<file path="src/rtl/vga_pkg.sv">
// Timing constants for 1024x768@60 Hz with a 65 MHz pixel clock.
// Every module of the raster pipeline takes its default geometry from here.
package vga_pkg;

    localparam int CNT_W          = 11;
    localparam int FRAME_CNT_W    = 16;

    localparam int HOR_PIXELS     = 1024;
    localparam int H_FRONT_PORCH  = 24;
    localparam int H_SYNC_WIDTH   = 136;
    localparam int H_BACK_PORCH   = 160;
    localparam int H_TOTAL_TIME   = HOR_PIXELS + H_FRONT_PORCH + H_SYNC_WIDTH + H_BACK_PORCH;

    localparam int VER_PIXELS     = 768;
    localparam int V_FRONT_PORCH  = 3;
    localparam int V_SYNC_WIDTH   = 6;
    localparam int V_BACK_PORCH   = 29;
    localparam int V_TOTAL_TIME   = VER_PIXELS + V_FRONT_PORCH + V_SYNC_WIDTH + V_BACK_PORCH;

endpackage

</file>
<file path="src/rtl/vga_if_no_rgb.sv">
// Raster timing bus without colour: counts plus sync and blanking flags.
// The generator drives it through tim_out, drawing stages read it through tim_in.
interface vga_if_no_rgb;

    logic [10:0] hcount;
    logic [10:0] vcount;
    logic        hsync;
    logic        vsync;
    logic        hblnk;
    logic        vblnk;

    modport tim_out (output hcount, vcount, hsync, vsync, hblnk, vblnk);
    modport tim_in  (input  hcount, vcount, hsync, vsync, hblnk, vblnk);

endinterface

</file>
<file path="src/rtl/vga_timing_gen_sync_counter.sv">
// One raster axis: a wrapping counter with enable and carry-in, plus blank and
// sync flags decoded from the next count so they register alongside the count.
module sync_counter
    import vga_pkg::*;
#(
    parameter int TOTAL      = H_TOTAL_TIME,
    parameter int ACTIVE     = HOR_PIXELS,
    parameter int SYNC_START = HOR_PIXELS + H_FRONT_PORCH,
    parameter int SYNC_END   = HOR_PIXELS + H_FRONT_PORCH + H_SYNC_WIDTH
) (
    input  logic             clk,
    input  logic             rst,
    input  logic             en,
    input  logic             carry_in,
    output logic [CNT_W-1:0] count,
    output logic             terminal,
    output logic             blank,
    output logic             sync,
    output logic             start_pulse
);

    // Twelve-bit bounds so a range ending exactly at 2048 still compares correctly.
    localparam logic [CNT_W-1:0] LAST         = CNT_W'(TOTAL - 1);
    localparam logic [CNT_W:0]   ACTIVE_W     = (CNT_W + 1)'(ACTIVE);
    localparam logic [CNT_W:0]   SYNC_START_W = (CNT_W + 1)'(SYNC_START);
    localparam logic [CNT_W:0]   SYNC_END_W   = (CNT_W + 1)'(SYNC_END);

    logic             step;
    logic [CNT_W-1:0] count_next;
    logic [CNT_W:0]   next_wide;

    // Work out the next count; terminal flags the wrap and feeds the next axis.
    always_comb begin
        step       = en && carry_in;
        terminal   = step && (count == LAST);
        count_next = count;
        if (terminal) begin
            count_next = '0;
        end else if (step) begin
            count_next = count + CNT_W'(1);
        end
    end

    assign next_wide = {1'b0, count_next};

    // Register count, flags and the wrap pulse together so they never skew.
    always_ff @(posedge clk) begin
        if (rst) begin
            count       <= '0;
            blank       <= 1'b0;
            sync        <= 1'b0;
            start_pulse <= 1'b0;
        end else begin
            count       <= count_next;
            blank       <= (next_wide >= ACTIVE_W);
            sync        <= (next_wide >= SYNC_START_W) && (next_wide < SYNC_END_W);
            start_pulse <= terminal;
        end
    end

endmodule

</file>
<file path="src/rtl/vga_timing_gen.sv">
// Producer of the VGA raster timing bus plus frame bookkeeping for game logic.
// The vertical axis is carried by the horizontal wrap; a vertical wrap is a new frame.
module vga_timing_gen
    import vga_pkg::*;
#(
    parameter int H_ACTIVE = HOR_PIXELS,
    parameter int H_FP     = H_FRONT_PORCH,
    parameter int H_SYNC   = H_SYNC_WIDTH,
    parameter int H_BP     = H_BACK_PORCH,
    parameter int V_ACTIVE = VER_PIXELS,
    parameter int V_FP     = V_FRONT_PORCH,
    parameter int V_SYNC   = V_SYNC_WIDTH,
    parameter int V_BP     = V_BACK_PORCH
) (
    input  logic                   clk65MHz,
    input  logic                   rst,
    input  logic                   en,
    vga_if_no_rgb.tim_out          timing_if,
    output logic                   frame_start,
    output logic                   line_start,
    output logic [FRAME_CNT_W-1:0] frame_cnt
);

    localparam int H_TOTAL = H_ACTIVE + H_FP + H_SYNC + H_BP;
    localparam int V_TOTAL = V_ACTIVE + V_FP + V_SYNC + V_BP;

    logic [CNT_W-1:0] h_count;
    logic [CNT_W-1:0] v_count;
    logic             h_terminal;
    logic             v_terminal;
    logic             h_blank;
    logic             h_sync;
    logic             v_blank;
    logic             v_sync;

    sync_counter #(
        .TOTAL      (H_TOTAL),
        .ACTIVE     (H_ACTIVE),
        .SYNC_START (H_ACTIVE + H_FP),
        .SYNC_END   (H_ACTIVE + H_FP + H_SYNC)
    ) u_h_counter (
        .clk         (clk65MHz),
        .rst         (rst),
        .en          (en),
        .carry_in    (1'b1),
        .count       (h_count),
        .terminal    (h_terminal),
        .blank       (h_blank),
        .sync        (h_sync),
        .start_pulse (line_start)
    );

    sync_counter #(
        .TOTAL      (V_TOTAL),
        .ACTIVE     (V_ACTIVE),
        .SYNC_START (V_ACTIVE + V_FP),
        .SYNC_END   (V_ACTIVE + V_FP + V_SYNC)
    ) u_v_counter (
        .clk         (clk65MHz),
        .rst         (rst),
        .en          (en),
        .carry_in    (h_terminal),
        .count       (v_count),
        .terminal    (v_terminal),
        .blank       (v_blank),
        .sync        (v_sync),
        .start_pulse (frame_start)
    );

    assign timing_if.hcount = h_count;
    assign timing_if.vcount = v_count;
    assign timing_if.hsync  = h_sync;
    assign timing_if.vsync  = v_sync;
    assign timing_if.hblnk  = h_blank;
    assign timing_if.vblnk  = v_blank;

    // Count completed frames; bumps in the same cycle frame_start is registered.
    always_ff @(posedge clk65MHz) begin
        if (rst) begin
            frame_cnt <= '0;
        end else if (v_terminal) begin
            frame_cnt <= frame_cnt + FRAME_CNT_W'(1);
        end
    end

endmodule
</file>
<file path="src/flat_wrapper.sv">
// flat-port wrapper written by rule: the top's interface ports become plain ports
module vga_timing_gen_flat import vga_pkg::*;
#(
    parameter int H_ACTIVE = HOR_PIXELS,
    parameter int H_FP     = H_FRONT_PORCH,
    parameter int H_SYNC   = H_SYNC_WIDTH,
    parameter int H_BP     = H_BACK_PORCH,
    parameter int V_ACTIVE = VER_PIXELS,
    parameter int V_FP     = V_FRONT_PORCH,
    parameter int V_SYNC   = V_SYNC_WIDTH,
    parameter int V_BP     = V_BACK_PORCH
)
  (clk65MHz, rst, en, frame_start, line_start, frame_cnt, timing_if_hcount, timing_if_vcount, timing_if_hsync, timing_if_vsync, timing_if_hblnk, timing_if_vblnk);
  vga_if_no_rgb timing_if_i ();
  input  logic clk65MHz;
  input  logic rst;
  input  logic en;
  output logic frame_start;
  output logic line_start;
  output logic [FRAME_CNT_W-1:0] frame_cnt;
  output wire logic [$bits(timing_if_i.hcount)-1:0] timing_if_hcount;
  output wire logic [$bits(timing_if_i.vcount)-1:0] timing_if_vcount;
  output wire logic [$bits(timing_if_i.hsync)-1:0] timing_if_hsync;
  output wire logic [$bits(timing_if_i.vsync)-1:0] timing_if_vsync;
  output wire logic [$bits(timing_if_i.hblnk)-1:0] timing_if_hblnk;
  output wire logic [$bits(timing_if_i.vblnk)-1:0] timing_if_vblnk;
  assign timing_if_hcount = timing_if_i.hcount;
  assign timing_if_vcount = timing_if_i.vcount;
  assign timing_if_hsync = timing_if_i.hsync;
  assign timing_if_vsync = timing_if_i.vsync;
  assign timing_if_hblnk = timing_if_i.hblnk;
  assign timing_if_vblnk = timing_if_i.vblnk;
  vga_timing_gen #(.H_ACTIVE(H_ACTIVE), .H_FP(H_FP), .H_SYNC(H_SYNC), .H_BP(H_BP), .V_ACTIVE(V_ACTIVE), .V_FP(V_FP), .V_SYNC(V_SYNC), .V_BP(V_BP)) u_core (.clk65MHz(clk65MHz), .rst(rst), .en(en), .timing_if(timing_if_i), .frame_start(frame_start), .line_start(line_start), .frame_cnt(frame_cnt));
endmodule
</file>
<file path="config.mk">
export PLATFORM = sky130hd
export DESIGN_NAME = vga_timing_gen_flat
export DESIGN_NICKNAME = d
export VERILOG_FILES = /design/src/rtl/vga_pkg.sv /design/src/rtl/vga_if_no_rgb.sv /design/src/rtl/vga_timing_gen_sync_counter.sv /design/src/rtl/vga_timing_gen.sv /design/src/flat_wrapper.sv
export SDC_FILE = /design/constraint.sdc
export NUM_CORES = 1
export LEC_CHECK = 0
export CAP_MARGIN = 25
export CELL_PAD_IN_SITES_DETAIL_PLACEMENT = 0
export CELL_PAD_IN_SITES_GLOBAL_PLACEMENT = 1
export CORE_ASPECT_RATIO = 1.75
export CORE_MARGIN = 2
export CORE_UTILIZATION = 40
export CTS_BUF_LIST = sky130_fd_sc_hd__clkbuf_4
export CTS_CLUSTER_SIZE = 20
export DETAILED_ROUTE_END_ITERATION = 16
export PLACE_DENSITY_LB_ADDON = 0.1
export SKIP_LAST_GASP = 1
export SLEW_MARGIN = 10
export SYNTH_ARGS = -nofsm -noshare
export SYNTH_HDL_FRONTEND = slang
export SYNTH_HIERARCHICAL = 1
export SYNTH_SLANG_ARGS = --single-unit
</file>
<file path="constraint.sdc">
create_clock -name clk65MHz -period 6.17 [get_ports clk65MHz]
set_clock_uncertainty 0.2 [all_clocks]
set_input_delay 1.5425 -clock clk65MHz [delete_from_list [all_inputs] [get_ports clk65MHz]]
set_output_delay 1.5425 -clock clk65MHz [all_outputs]
set_load 0.05 [all_outputs]
</file>
Word-level counts from Yosys, hierarchy flattened
Index checks and enable logic that the tools add are counted.
{"block": "word_totals", "elab_cells": 29, "register_bits": 44, "output_inout_bits": 44, "inputBits": 3}
{"block": "classes", "order_cmp": 6, "n_mux": 4, "reduce_logical": 5, "n_eq_ne": 2, "n_addsub": 3}
{"cell": "11-bit 2-to-1 mux", "n": 4}
{"cell": "11-bit by 1-bit adder with 11-bit output (second input constant)", "n": 2}
{"cell": "11-bit by 10-bit >= comparator with 1-bit output (second input constant)", "n": 2}
{"cell": "11-bit >= comparator (second input constant)", "n": 2}
{"cell": "16-bit by 1-bit adder with 16-bit output (second input constant)", "n": 1}
{"cell": "11-bit by 10-bit equality test with 1-bit output (second input constant)", "n": 1}
{"cell": "11-bit equality test (second input constant)", "n": 1}
{"cell": "11-bit by 10-bit less-than comparator with 1-bit output (second input constant)", "n": 1}
{"cell": "11-bit less-than comparator (second input constant)", "n": 1}
{"cell": "1-bit logical AND", "n": 5}

Logic depth before layout (Yosys ltp)
Gate-level depths: netlist (run 1).
{"block": "logic_depth", "ltp_word": 7, "ltp_mapped": 11, "depth_no_buf": 10}

By module
The synthesis (run 1) kept the hierarchy.
{"module": "sync_counter at u_core.u_v_counter", "area_per_inst_um2": 833.3, "cells_each": 98, "seq_area_each_um2": 280.3, "n_inst": 1}
{"module": "sync_counter at u_core.u_h_counter", "area_per_inst_um2": 809.5, "cells_each": 96, "seq_area_each_um2": 280.3, "n_inst": 1}
{"module": "vga_timing_gen", "area_per_inst_um2": 760.7, "cells_each": 84, "seq_area_each_um2": 320.3, "n_inst": 1}

Worst setup path before layout (run 1)
OpenSTA, ideal clock, no wires.
{"block": "synth_path", "kind": "input to register", "start": "in en", "end": "reg u_core.frame_cnt[13]", "setup_ns": 0.070, "t_required_ns": 5.900, "n_path_buf": 1, "arrival_time_ns": 4.139, "path_slack_ns": 1.760, "cell_stages": 10, "cell_sequence": "nand4_2 or2_1 clkbuf_1 nor4_2 nand3_1 nor4_4 nand4_4 nor4_4 or3b_1 a21oi_1"}
{"block": "synth_via", "elab_chain_cells": 3}
{"item": "from (decl)", "line": "flat_wrapper.sv:17", "rtl": "input logic en;"}
{"item": "1-bit logical AND", "line": "vga_timing_gen_sync_counter.sv:35", "rtl": "terminal = step && (count == LAST);"}
{"item": "named net u_core.h_terminal", "line": "vga_timing_gen.sv:29", "rtl": "logic h_terminal;"}
{"item": "1-bit logical AND", "line": "vga_timing_gen_sync_counter.sv:34", "rtl": "step = en && carry_in;"}
{"item": "1-bit logical AND", "line": "vga_timing_gen_sync_counter.sv:35"}
{"item": "named net u_core.v_terminal", "line": "vga_timing_gen.sv:30", "rtl": "logic v_terminal;"}
{"item": "to (signal assigned)", "line": "vga_timing_gen.sv:82", "rtl": "frame_cnt <= frame_cnt + FRAME_CNT_W'(1);"}
{"item": "to (decl)", "line": "vga_timing_gen.sv:21", "rtl": "output logic [FRAME_CNT_W-1:0] frame_cnt"}
The timed path passes the listed nets, and every way through them passes these cells.
A chain may end at the register's enable or synchronous reset.

Final worst setup path (run 1)
Same ends and word-level chain as after synthesis.

==> out/qor.yml, run 1 <==
status:
  outcome: "completed"
layout:
  area_growth_pct: 24.47
  fillers: 603
  antenna_cells: 0
  layout.cells.non_filler: 405
  layout-drive-gt1-share_pct: 9.174
  stdcell_area_mm2: 0.002992
  nNetsFinal: 333
  multi_input_area_mm2: 0.001428
  seq_area_um2: 880.8
power:
  pwr-share-seq_pct: 58.6
  power_frac_clock_pct: 38.0
  power.switching_uw: 109.6
  p_comb_share_pct: 3.4
  switching_share_pct: 22.41
  ir_drop_mv: 0.1180
  p_leak_nw: 1.055
  finalPower_uw: 489.3
  intPower_uw: 379.6
  powerDensity_mw_per_mm2: 163.6
timing:
  relSlewSlack_pct: 58.05
  final.min_clock_period_ns: 5.025
  fmax_mhz: 199.0
  hold_violations: 0
  rsz0062_at_grt: "false"
  worst_slew_pin_slew_ns: 0.6273
  setup_viol_count_final: 0
  hold_ws_ns: 0.3184
  finalMaxSlewViolations: 0
  period_share_pct: 81.44
  setup-tns-final_ns: 0
critical_path:
  crit_path_end_kind: "register"
  crit_type: "primary input to register"
  worstReg2RegStart: "u_core/u_h_counter/count[0]"
  worstSetupStartpointType: "primary input"
  cp.required_ns: 6.26
  crit_fanout: 13
  crit_start: "en"
  crit_arrival_ns: 5.11
global_route:
  grt_pass1_wl_um: 9349
  first_global_vias: 1966
  overflow: 0
  antenna_found_initial: 0
  grt_max_degree: 19
  grt_usage_pct: 17.58
route:
  routed_wl_um: 5801
  num_vias: 2131
  drt_iter0_markers: 86
  drc: 0
  ant_nets: 0
  avgRoutedWirePerCell_um: 14.32
  firstDrtPassIters: 4
  via_per_inst: 5.262
synthesis:
  yosysWarnings: 6
  ys_seq_area_share_pct: 36.65
  netlist_area_mm2: 0.002404
  syn_area_per_cell_um2: 8.646
  postSynth.asyncResetShare_pct: 0
  ys.flop_type: "dfxtp_1"
  synthTopCellsByArea: "dfxtp_1 (37%), xnor2_1 (6.6%), nor2_1 (6.4%)"
  yosysTopAreaCell: "dfxtp_1"
  synth_edf_count: 0
  synth_cells: 278
  synth.distinct_cells: 59
  ys_seq_elements: 44
  yosysTopAreaCellShare_pct: 36.65
place:
  place_area_mm2: 0.002912
  dpl.cell_count: 397
  place_congestion: 0.8426
  dp.final_hpwl_um: 4327
  port_buffers: 46
cts:
  cts_max_path_buffers: 2
  htreeDepth: 2
  ctsResizeCount: 0
  root_buffer: "clkbuf_4"
  tritoncts: "built"
  clkSlewWorstSetupHoldPaths_ns: 0.14
  cts_setup_buffers: 0
  postCtsHoldBufs: 0
  clk-insertion-delay-late_ns: 0.36
  tritoncts.num_buffers: 5
  numClockSinks: 44
die:
  start_util_pct: 41.21
  core_area_mm2: 0.005833
  dieArea_mm2: 0.006669
  ioPinCount: 47
  die_x_um: 62.60
  row_count: 37
  die-height_um: 106.5
min_path:
  hold_class: "register to register"
  hold_start: "u_core/u_h_counter/count[1]"
run:
  drv_cap: 0
## sequential cells by signal, summed over array words and instances (netlist names)
name	cells
u_core/u_v_counter/start_pulse	1
u_core/u_h_counter/count	11
u_core/u_v_counter/sync	1
u_core/u_v_counter/blank	1
u_core/u_h_counter/sync	1
u_core/u_v_counter/count	11
u_core/frame_cnt	16
u_core/u_h_counter/start_pulse	1
u_core/u_h_counter/blank	1
## per-stage QoR
stage	setup slack, ns	utilization (%)
3_3_place_gp	0.9004	49.91
6_report	1.145	51.29
2_1_floorplan	1.760	-
5_1_grt	0.8534	51.29
3_5_place_dp	0.7845	49.91
4_1_cts	1.145	51.29
## layout by cell type, fill, tap and decap left out, types with 5 or more instances in the layout
cell type / netlist / routed
nor4_1: 6 / 6
dfxtp_1: 44 / 44
conb_1: 1 / 7
nor3_1: 8 / 8
clkbuf_4: 0 / 6
clkdlybuf4s50_1: 0 / 46
nand2_1: 19 / 19
o21ai_0: 5 / 5
nor2_1: 41 / 41
inv_1: 8 / 8
xor2_1: 14 / 14
nand3_1: 15 / 15
a21oi_1: 15 / 15
xnor2_1: 18 / 18
## cell usage after synthesis (all sizes together) (6+ instances only)
cell type,n
a21oi,15
o21ai,6
inv,8
nand2,19
nor4,9
dfxtp,44
nor3,8
xor2,14
xnor2,18
nand4,7
nand3,15
nor2,41
clkbuf,10
## kinds of logic after synthesis
logic type,count (synthesis),share of synthesized area [%]
flip-flops,44,36.65
AO/OA/AOI/OAI,42,11.71
adder cells (fa/ha/maj),4,2.082
AND/OR/NAND/NOR,130,31.08
other,1,0.1560
buffers and inverters,21,4.894
XOR/XNOR,32,11.66
multiplexers,4,1.770
## final timing paths
kind                                       to  slack, ns  cells after the start
setup reg to reg         u_core/frame_cnt[13]       2.18                     10
hold reg to reg   u_core/u_h_counter/count[1]       0.32                      2
hold / removal    u_core/u_h_counter/count[1]       0.32                      2
setup / recovery         u_core/frame_cnt[13]       1.15                     11
## power groups by stage
stage	Clock [mW]	Combinational, mW	Sequential (mW)
floorplan	0	0.00813	0.295
global placement	0	0.0170	0.293
detailed placement	0	0.0170	0.293
CTS	0.194	0.0171	0.287
global route	0.204	0.0185	0.287
finish	0.186	0.0168	0.287
## per-layer routing
layer  share of wire (%)  track usage [%]
met2                  54            33.10
met4                 1.7            7.619
met5                   0                0
met1                  41            18.82
met3                 2.9            3.069
## area by class of cell
cell class,count,area share (%)
Sequential cell,44,29.44
Inverter,8,1.004
Multi-Input combinational cell,219,47.72
Clock buffer,6,1.506
Clock inverter,2,1.171
Timing Repair Buffer,48,15.89
Tap cell,78,3.262
## critical path, cell delays in order
cell and delay, ns:
clkdlybuf4s50_1 0.45, buf_4 0.18, nand4_2 0.18, or2_1 0.38, nor4_2 0.47, nand3_1 0.25, nor4_4 0.52, nand4_4 0.26
nor4_4 0.34, or3b_1 0.37, a21oi_1 0.15
(Power assumes the default switching activity.)
==> run 2: changes to the inputs <==
==> constraint.sdc (replaced) <==
create_clock -name clk65MHz -period 5.15 [get_ports clk65MHz]
set_clock_uncertainty 0.2 [all_clocks]
set_input_delay 1.2875 -clock clk65MHz [delete_from_list [all_inputs] [get_ports clk65MHz]]
set_output_delay 1.2875 -clock clk65MHz [all_outputs]
set_load 0.05 [all_outputs]
==> run 2 against run 1 <==
Total power grew 39%. Combinational power grew 25%. Critical path depth unchanged. Via count rose by 1.5%. First-iteration DRC count down 2.3%. Sequential power is 20% higher. Non-clock buffer count increased by 2. Largest power group unchanged. Wire length increased by 1.9%. Cell count increased by 0.49%.
==> out/qor.yml, run 2 (synthesis results as in run 1) <==
layout:
  largest_reg_flops: 16  # unchanged
  antenna_cells: 0  # unchanged
  nNetsFinal: 335  # +0.60%
  layout.cells.non_filler: 407  # +0.49%
  fillers: 609  # +1.0%
  area_growth_pct: 27.07
  top_regs: "u_core/frame_cnt: 16 flops, u_core/u_h_counter/count: 11 flops, u_core/u_v_counter/count: 11 flops"
  regMostFlops: "u_core/frame_cnt"
  mostFrequentLayoutCells: "clkdlybuf4s50_1 (46), dfxtp_1 (44), nor2_1 (41)"
  layout-drive-gt1-share_pct: 9.726  # +0.55 points
  final_common_cell: "clkdlybuf4s50_1"
place:
  port_buffers: 46  # unchanged
  dp.final_hpwl_um: 4425  # +2.3%
  place_congestion: 0.8610  # +2.2%
  dpl.cell_count: 399  # +0.50%
critical_path:
  cp_common_cell: "nor4_4"
  cpMaxStageDelayCell: "clkdlybuf4s50_1"
  cp.required_ns: 5.24  # -1.02 ns
  crit_buf_inv: 2  # unchanged
  max_stage_delay_ns: 0.50  # -0.02 ns
  crit_type: "primary input to register"
  crit_fanout: 8  # -5
  worstSetupStartpointType: "primary input"
  critical-path-top-delay-family: "simple AND/OR/NAND/NOR gates"
  crit_path_end_kind: "register"
  path_cells: "clkdlybuf4s50_1 -> nand4_2 -> or2_1 -> nor4_2 -> buf_4 -> nand3_1 -> nor4_4 -> nand4_4 -> nor4_4 -> or3b_1 -> a21oi_1"
  crit_arrival_ns: 4.48  # -0.63 ns
route:
  num_vias: 2163  # +1.5%
  firstDrtPassIters: 4  # unchanged
  avgRoutedWirePerCell_um: 14.52  # +1.4%
  routed_wl_um: 5910  # +1.9%
  drc: 0  # unchanged
  via_per_inst: 5.314  # +1.0%
  drt_iter0_markers: 84  # -2.3%
  ant_nets: 0  # unchanged
power:
  switching_share_pct: 19.62  # -2.8 points
  p_comb_share_pct: 3.1  # -0.3 points
  pwr-share-seq_pct: 50.3  # -8.3 points
  power_frac_clock_pct: 46.6  # +8.6 points
  ir_drop_mv: 0.1489  # +26%
  intPower_uw: 548.1  # +44%
  powerDensity_mw_per_mm2: 223.3  # +37%
  power.switching_uw: 133.8  # +22%
  p_leak_nw: 1.085  # +2.8%
cts:
  cts_setup_buffers: 0  # unchanged
  root_buffer: "clkbuf_4"
  htreeDepth: 2  # unchanged
  ctsResizeCount: 0  # unchanged
  postCtsHoldBufs: 0  # unchanged
  tritoncts: "built"
  clkSlewWorstSetupHoldPaths_ns: 0.13  # about the same
  clk-insertion-delay-late_ns: 0.36  # about the same
  tritoncts.num_buffers: 5  # unchanged
  numClockSinks: 44  # unchanged
  cts_max_path_buffers: 2  # unchanged
timing:
  setup_viol_count_final: 0  # unchanged
  finalMaxSlewViolations: 0  # unchanged
  rsz0062_at_grt: "false"
  setup-tns-final_ns: 0  # unchanged
  period_share_pct: 85.33
  hold_violations: 0  # unchanged
  fmax_mhz: 227.6
  relSlewSlack_pct: 62.65  # +4.6 points
  final.min_clock_period_ns: 4.394
  worst_slew_pin_slew_ns: 0.5559  # -0.07139 ns
global_route:
  grt_usage_pct: 18.01  # +0.43 points
  overflow: 0  # unchanged
  grt_pass1_wl_um: 9577  # +2.4%
  grt_max_degree: 15  # -4
  first_global_vias: 2012  # +2.3%
  antenna_found_initial: 0  # unchanged
die:
  row_count: 37  # unchanged
  dieArea_mm2: 0.006669  # unchanged
  die_x_um: 62.60  # unchanged
  die-height_um: 106.5  # unchanged
  ioPinCount: 47  # unchanged
  core_area_mm2: 0.005833  # unchanged
  start_util_pct: 41.21  # unchanged
status:
  outcome: "completed"
min_path:
  hold_class: "register to register"
run:
  drv_cap: 0  # unchanged
==> run 2: cell types whose count changed in the layout (fill, tap and decap cells not counted) <==
| cell | change |
|---|---|
| buf_4 | +2 |
| bufinv_16 | +2 |
| clkbuf_4 | -1 |
| clkinv_2 | -1 |
==> run 2: power groups by stage <==
stage	Combinational [mW]	Sequential (mW)	Clock, mW
after floorplan	0.00974	0.354	0
after detailed placement	0.0214	0.351	0
after global placement	0.0213	0.351	0
after CTS	0.0214	0.343	0.327
final	0.0210	0.343	0.318
after global routing	0.0231	0.344	0.339
==> run 2: metal layers <==
| layer | track usage (%) | wire length [um] | up-vias |
|---|---|---|---|
| met2 | 32.72 | 3074 | 62 |
| met3 | 2.857 | 218 | 16 |
| li1 | - | - | 1076 |
| met4 | 9.206 | 204 | 0 |
| met1 | 19.89 | 2413 | 1009 |
| met5 | 0 | 0 | - |
==> run 2: worst paths after layout <==
| check | depth (start not counted) | from | to | slack (ns) |
|---|---|---|---|---|
| setup / recovery | 11 | en | u_core/frame_cnt[13] | 0.76 |
| hold / removal | 2 | u_core/u_h_counter/count[1] | u_core/u_h_counter/count[1] | 0.33 |
| setup reg to reg | 11 | u_core/u_h_counter/count[0] | u_core/frame_cnt[13] | 1.43 |
| hold reg to reg | 2 | u_core/u_h_counter/count[1] | u_core/u_h_counter/count[1] | 0.33 |
==> run 2: stage by stage <==
stage	hold slack (ns)	utilization [%]	total power, mW	cell area (um^2)	setup slack [ns]
after floorplan	0.5034	-	0.3635	2426	0.9953
after global placement	0.2991	50.17	0.3722	2927	0.4610
after detailed placement	0.3042	50.17	0.3722	2927	0.3508
after CTS	0.3338	52.36	0.6922	3054	0.7318
after global routing	0.3670	52.36	0.7058	3054	0.5623
final	0.3324	52.36	0.6819	3054	0.7555
==> run 2: layout make-up <==
class / count / area, um^2 / share of cell area [%]
Clock inverter: 3 / 90.09 / 2.950
Inverter: 8 / 30.03 / 0.9832
Multi-Input combinational cell: 219 / 1428 / 46.74
Tap cell: 78 / 97.59 / 3.195
Sequential cell: 44 / 880.8 / 28.84
Timing Repair Buffer: 50 / 490.5 / 16.06
Clock buffer: 5 / 37.54 / 1.229
==> run 2: worst min-delay path, delay by kind of cell, from the launching register on <==
family          cells  cell delay (ns)
flops               1             0.38
simple gates        1             0.07
compound gates      1             0.05
